===== src/rtl/xsum_pkg.sv =====
// Shared types, default sizes and the adder helper for the xsum frame accumulator.
// Latency: n/a (declarations only).
// Backpressure: n/a (declarations only).
package xsum_pkg;

  localparam int XSUM_NIN   = 8;
  localparam int XSUM_NACC  = 16;
  localparam int XSUM_FRAME = 4;

  // Widest accumulator the helper below can serve; NACC must not exceed it.
  localparam int XSUM_W_MAX = 32;

  typedef enum logic [0:0] {
    ACCUM = 1'b0,
    HOLD  = 1'b1
  } xsum_state_t;

  // Unsigned add with one carry bit. Callers zero-extend into the fixed width
  // and truncate the result back to NACC+1 bits, which never loses the carry
  // because acc < 2^NACC and din < 2^NIN <= 2^NACC.
  function automatic logic [XSUM_W_MAX:0] xsum_add(
    input logic [XSUM_W_MAX-1:0] acc,
    input logic [XSUM_W_MAX-1:0] din
  );
    return {1'b0, acc} + {1'b0, din};
  endfunction

endpackage


===== src/rtl/xsum_frame_ctr.sv =====
// Sample-in-frame counter: counts accepted samples, flags the last one of a frame.
// Latency: last_o is decoded from the registered count, valid in the same cycle.
// Backpressure: none; advances only on tick_i, clr_i has priority and returns to 0.
module xsum_frame_ctr import xsum_pkg::*; #(
  parameter int FRAME = XSUM_FRAME
) (
  input  logic clk_i,
  input  logic rst_i,
  input  logic tick_i,
  input  logic clr_i,
  output logic last_o
);

  localparam int CW = (FRAME > 1) ? $clog2(FRAME) : 1;

  logic [CW-1:0] cnt_q;
  logic [CW-1:0] cnt_d;

  // Next count: clear at end of frame, otherwise step on each accepted sample.
  always_comb begin
    cnt_d = cnt_q;
    if (clr_i) begin
      cnt_d = '0;
    end else if (tick_i) begin
      cnt_d = cnt_q + CW'(1);
    end
  end

  // Count register.
  always_ff @(posedge clk_i or posedge rst_i) begin
    if (rst_i) begin
      cnt_q <= '0;
    end else begin
      cnt_q <= cnt_d;
    end
  end

  assign last_o = (cnt_q == CW'(FRAME - 1));

endmodule


===== src/rtl/xsum_accum.sv =====
// Frame accumulator: sums FRAME unsigned samples, presents total + overflow flag (XSUM_SAT_EN selects clamping instead of wrap).
// Latency: OUT_VALID rises on the edge accepting the last sample; FRAME samples per FRAME+1 cycles at best.
// Backpressure: result held in HOLD while OUT_READY is low; IN_READY is 0 throughout HOLD and during reset.
module xsum_accum import xsum_pkg::*; #(
  parameter int NIN   = XSUM_NIN,
  parameter int NACC  = XSUM_NACC,
  parameter int FRAME = XSUM_FRAME
) (
  input  logic            CLK,
  input  logic            RST,
  input  logic [NIN-1:0]  IN_DATA,
  input  logic            IN_VALID,
  output logic            IN_READY,
  output logic [NACC-1:0] OUT_DATA,
  output logic            OUT_OVF,
  output logic            OUT_VALID,
  input  logic            OUT_READY
);

  localparam int SUM_W = NACC + 1;

  xsum_state_t     state_q, state_d;
  logic [NACC-1:0] acc_q, acc_d;
  logic            ovf_q, ovf_d;
  logic [NACC-1:0] out_data_q, out_data_d;
  logic            out_ovf_q, out_ovf_d;
  logic            out_valid_q, out_valid_d;

  logic            in_ready;
  logic            accept;
  logic            last;
  logic            frame_done;
  logic [NACC:0]   sum;
  logic [NACC-1:0] acc_nx;
  logic            ovf_nx;

  // Ready depends only on registered state (plus reset), never on OUT_READY.
  assign in_ready   = (state_q == ACCUM) && !RST;
  assign accept     = IN_VALID && in_ready;
  assign frame_done = accept && last;

  assign sum    = SUM_W'(xsum_add(XSUM_W_MAX'(acc_q), XSUM_W_MAX'(IN_DATA)));
  assign ovf_nx = ovf_q | sum[NACC];

`ifdef XSUM_SAT_EN
  // Clamp at all-ones; a clamped accumulator stays clamped for the rest of the frame.
  assign acc_nx = sum[NACC] ? {NACC{1'b1}} : sum[NACC-1:0];
`else
  assign acc_nx = sum[NACC-1:0];
`endif

  xsum_frame_ctr #(
    .FRAME (FRAME)
  ) u_ctr (
    .clk_i  (CLK),
    .rst_i  (RST),
    .tick_i (accept),
    .clr_i  (frame_done),
    .last_o (last)
  );

  // Next-state: accumulate in ACCUM, publish on the last sample, wait in HOLD for the consumer.
  always_comb begin
    state_d     = state_q;
    acc_d       = acc_q;
    ovf_d       = ovf_q;
    out_data_d  = out_data_q;
    out_ovf_d   = out_ovf_q;
    out_valid_d = out_valid_q;
    case (state_q)
      ACCUM: begin
        if (accept) begin
          if (last) begin
            out_data_d  = acc_nx;
            out_ovf_d   = ovf_nx;
            out_valid_d = 1'b1;
            acc_d       = '0;
            ovf_d       = 1'b0;
            state_d     = HOLD;
          end else begin
            acc_d = acc_nx;
            ovf_d = ovf_nx;
          end
        end
      end
      HOLD: begin
        if (OUT_READY) begin
          out_valid_d = 1'b0;
          state_d     = ACCUM;
        end
      end
      default: state_d = ACCUM;
    endcase
  end

  // State and datapath registers; reset drops any partial frame or pending result.
  always_ff @(posedge CLK or posedge RST) begin
    if (RST) begin
      state_q     <= ACCUM;
      acc_q       <= '0;
      ovf_q       <= 1'b0;
      out_data_q  <= '0;
      out_ovf_q   <= 1'b0;
      out_valid_q <= 1'b0;
    end else begin
      state_q     <= state_d;
      acc_q       <= acc_d;
      ovf_q       <= ovf_d;
      out_data_q  <= out_data_d;
      out_ovf_q   <= out_ovf_d;
      out_valid_q <= out_valid_d;
    end
  end

  assign IN_READY  = in_ready;
  assign OUT_DATA  = out_data_q;
  assign OUT_OVF   = out_ovf_q;
  assign OUT_VALID = out_valid_q;

endmodule


===== config.mk =====
export PLATFORM = sky130hd
export DESIGN_NAME = xsum_accum
export DESIGN_NICKNAME = d
export VERILOG_FILES = /design/src/rtl/xsum_pkg.sv /design/src/rtl/xsum_frame_ctr.sv /design/src/rtl/xsum_accum.sv
export SDC_FILE = /design/constraint.sdc
export NUM_CORES = 1
export LEC_CHECK = 0
export CELL_PAD_IN_SITES_DETAIL_PLACEMENT = 1
export CELL_PAD_IN_SITES_GLOBAL_PLACEMENT = 1
export CORE_MARGIN = 2
export CORE_UTILIZATION = 35
export CTS_BUF_LIST = sky130_fd_sc_hd__clkbuf_4 sky130_fd_sc_hd__clkbuf_8
export CTS_CLUSTER_SIZE = 10
export DETAILED_ROUTE_END_ITERATION = 7
export GPL_ROUTABILITY_DRIVEN = 1
export PLACE_DENSITY_LB_ADDON = 0.1
export SKIP_CTS_REPAIR_TIMING = 1
export SYNTH_ARGS = -nofsm -noshare
export SYNTH_HDL_FRONTEND = slang
export SYNTH_SLANG_ARGS = --single-unit

===== constraint.sdc =====
create_clock -name CLK -period 2.7 [get_ports CLK]
set_input_delay 0.81 -clock CLK [delete_from_list [all_inputs] [get_ports CLK]]
set_output_delay 0.81 -clock CLK [all_outputs]
set_load 0.005 [all_outputs]

==> impl_results.md, run 1 <==
- Status: finished, final reports clean
- Slew headroom: 0.691
- Core footprint: 0.00624 mm2
- Die width: 83.7 um
- Largest net degree at the start of global routing: 28
- Met3 routed WL: 156 um
- Routed Antenna Nets: 0
- Syn Nets: 270
- Drt total wl: 6.35 mm
- Post-Layout Cell Count: 388
- Switching Share: 0.364
- Root buffer cell: clkbuf_8
- Final setup violation count: 0
- Peak VDD IR: 0.000416 V
- Most frequent cells after synthesis: 41 x nand2_1, 38 x dfrtp_1, 21 x o21ai_0
- Area leader, netlist: dfrtp_1
- Crit Path Max Fanout: 7
- Worst-margin pin slew: 0.463 ns
- DP Worst Slack: -0.466 ns
- Combinational share of power: 0.495
- Routed vias/inst: 5.35
- Input/output buffers: 30
- Pint: 2.03 mW
- Num CTS Buffers: 5
- Detailed placement HPWL: 4.63 mm
- Cells after DPL: 379
- Data arrival time of the worst path: 2.78 ns
- Count of cell types in the netlist: 46
- Ports: 31
- Crit start category: input pin
- Synth Instances: 248
- Sequential element share of the synthesized area: 0.427
- Clk_skew: 0.00981 ns
- Power Density: 1040 mW/mm2
- Crit Path Category: in2reg
- Cell breakdown of the critical path: clkdlybuf4s50_1, ha_4, and2_4, nor3b_4, o31a_1, buf_4, o21bai_1, a311o_1
- Critical path buffer and inverter count: 2
- Maximum clock insertion buffer count: 2
- Die area: 0.00701 mm2
- P_leak: 1.40 nW
- Ant. Diodes: 0
- CP max stage delay: 0.46 ns
- CP endpoint kind: flip-flop
- Unrepaired setup endpoints after global routing: no
- Routed WL per cell: 16.4 um
- Fin area: 0.00305 mm2
- Detailed-route via count: 2,076
- Site Rows: 29
- DR pass1 iterations: 4
- Worst path top cell family by delay: compound AO/OA/AOI/OAI gates
- Clock sink count: 38
- Hold WC Path Type: reg2reg
- Wire length on met1: 3.10 mm
- Met2 Routed Length: 3.02 mm
- Util after Layout: 0.489
- Share of layout cells above drive strength 1: 0.180
- Post-synthesis register bit count: 38
- DR top layer: met4
- Worst-Skew Late Latency: 0.30 ns
- Final min period: 2.60 ns
- Max-cap violation count: 0
- Placed cell area: 0.00287 mm2
- DRC Markers: 0
- Vias in the first global route: 2,211
- Synth async-reset ratio: 1.00
- Overall global routing resource usage: 0.196
- Number of fill cells in the layout: 736
- Nets@finish: 332
- Most used DFF post-synth: dfrtp_1
- Final GP Congestion: 0.774
- Critical path required time: 2.88 ns
- Tot Pwr: 3.19 mW
- First-pass GRT wire length: 11.0 mm
- H-tree levels: 2
- Synth-to-Final Area Change: 37.2%
- Clk pin slew, worst setup/hold paths: 0.08 ns
- Max stage delay cell, worst path: clkdlybuf4s50_1
- NetSw: 1.16 mW
- Post-synth top area share: 0.427
- Main area contributors after synthesis: dfrtp_1 43%, nand2_1 6.9%, ha_1 5.1%
- Syn Std Cell Area: 0.00222 mm2
- Sequential share of power: 0.314
- Initial Utilization: 0.356
- Cell with the most instances after synthesis: nand2_1
- Die Y: 83.7 um
- Total global routing overflow: 0
- Worst setup margin: 0.0960 ns
- Max Fclk: 0.384 GHz
- Max Slew Vio Count: 0
- YS warnings: 0
- Post-Syn Area per Cell: 8.97 um2
- Antenna violations before repair: 0
- Post-synth EDFFs: 0
- TritonCTS clock tree: built
- Final Hold Viols: 0
- Initial DRC count: 118
- Clock power frac: 0.191
- Post-route clock period utilization: 0.964
==> sequential cells by signal (all words and copies together) (netlist names) <==
name and count:
u_ctr.cnt_q 2, ovf_q 1, OUT_VALID 1, state_q 1, OUT_OVF 1, OUT_DATA 16, acc_q 16
==> cell families (layout without fill, tap and decap cells) <==
group / count (synthesis) / in the layout / synth area share
AOI/OAI and AO/OA: 80 / 80 / 0.245
xor gates and xnor gates: 6 / 6 / 0.0236
adders and majority gates: 10 / 10 / 0.0596
buffers and inverters: 23 / 86 / 0.0461
DFF: 38 / 38 / 0.427
muxes: 1 / 1 / 0.00450
and+or+nand+nor: 90 / 90 / 0.194
==> power by group through the flow <==
| stage | logic (mW) | clock network (mW) | registers (mW) |
|---|---|---|---|
| CTS | 1.55 | 0.624 | 1.00 |
| global route | 1.77 | 0.645 | 1.05 |
| global placement | 1.49 | 0 | 1.00 |
| detailed placement | 1.53 | 0 | 1.01 |
| floorplan | 0.823 | 0 | 0.972 |
| finish | 1.58 | 0.609 | 1.00 |
==> layer usage <==
metal,global-route usage,up-vias
met5,0,-
met4,0.0499,0
met3,0.0346,8
met2,0.321,31
met1,0.268,1017
li1,-,1020
==> stage by stage <==
stage | hold WS (ns) | TNS [ns]
final | 0.479 | 0
after detailed placement | 0.465 | -5.61
after global placement | 0.460 | -4.60
after CTS | 0.487 | -0.629
after global routing | 0.521 | 0
after floorplan | 0.450 | 0
==> cell usage in the layout, fill, tap and decap left out, types with 4 or more instances in the layout <==
cell type,n
a211o_1,4
a21oi_1,9
a31oi_1,8
and3_1,6
buf_4,37
clkbuf_8,6
clkdlybuf4s50_1,27
dfrtp_1,38
ha_1,6
inv_1,9
nand2_1,41
nand3_1,8
nor2_1,15
nor3_1,4
o2111ai_1,4
o211ai_1,9
o21ai_0,20
o21ai_1,5
xor2_1,4
==> worst register-to-register path, cell delays in order, from the launching register on <==
cell	delay (ns)
dfrtp_1	0.39
ha_2	0.19
fa_2	0.42
a211oi_4	0.32
nor3b_4	0.07
o31a_1	0.34
buf_4	0.18
o211ai_1	0.20
a21oi_1	0.10
==> worst paths after layout <==
check | startpoint | end | slack [ns] | depth (start not counted)
hold reg to reg | OUT_VALID | OUT_VALID | 0.48 | 2
setup / recovery | IN_DATA[5] | acc_q[10] | 0.1 | 8
setup reg to reg | acc_q[0] | OUT_OVF | 0.38 | 8
max in group asynchronous | RST | OUT_DATA[2] | 1.46 | 3
min in group asynchronous | RST | OUT_OVF | 0.87 | 3
hold / removal | OUT_VALID | OUT_VALID | 0.48 | 2
==> final cells by class <==
cell class                      count  area, um2  area share
Clock buffer                        6       82.6      0.0270
Clock inverter                      2       60.1      0.0197
Timing Repair Buffer               69        626       0.205
Multi-Input combinational cell    187       1200       0.394
Tap cell                           77       96.3      0.0316
Sequential cell                    38        951       0.311
Inverter                            9       33.8      0.0111
(Power assumes the default switching activity.)
==> inputs of run 2 (changes only) <==
SKIP_LAST_GASP = 1   (was not set)
==> results of run 2 <==
Final layout, timing and power as in run 1 (identical DEF).
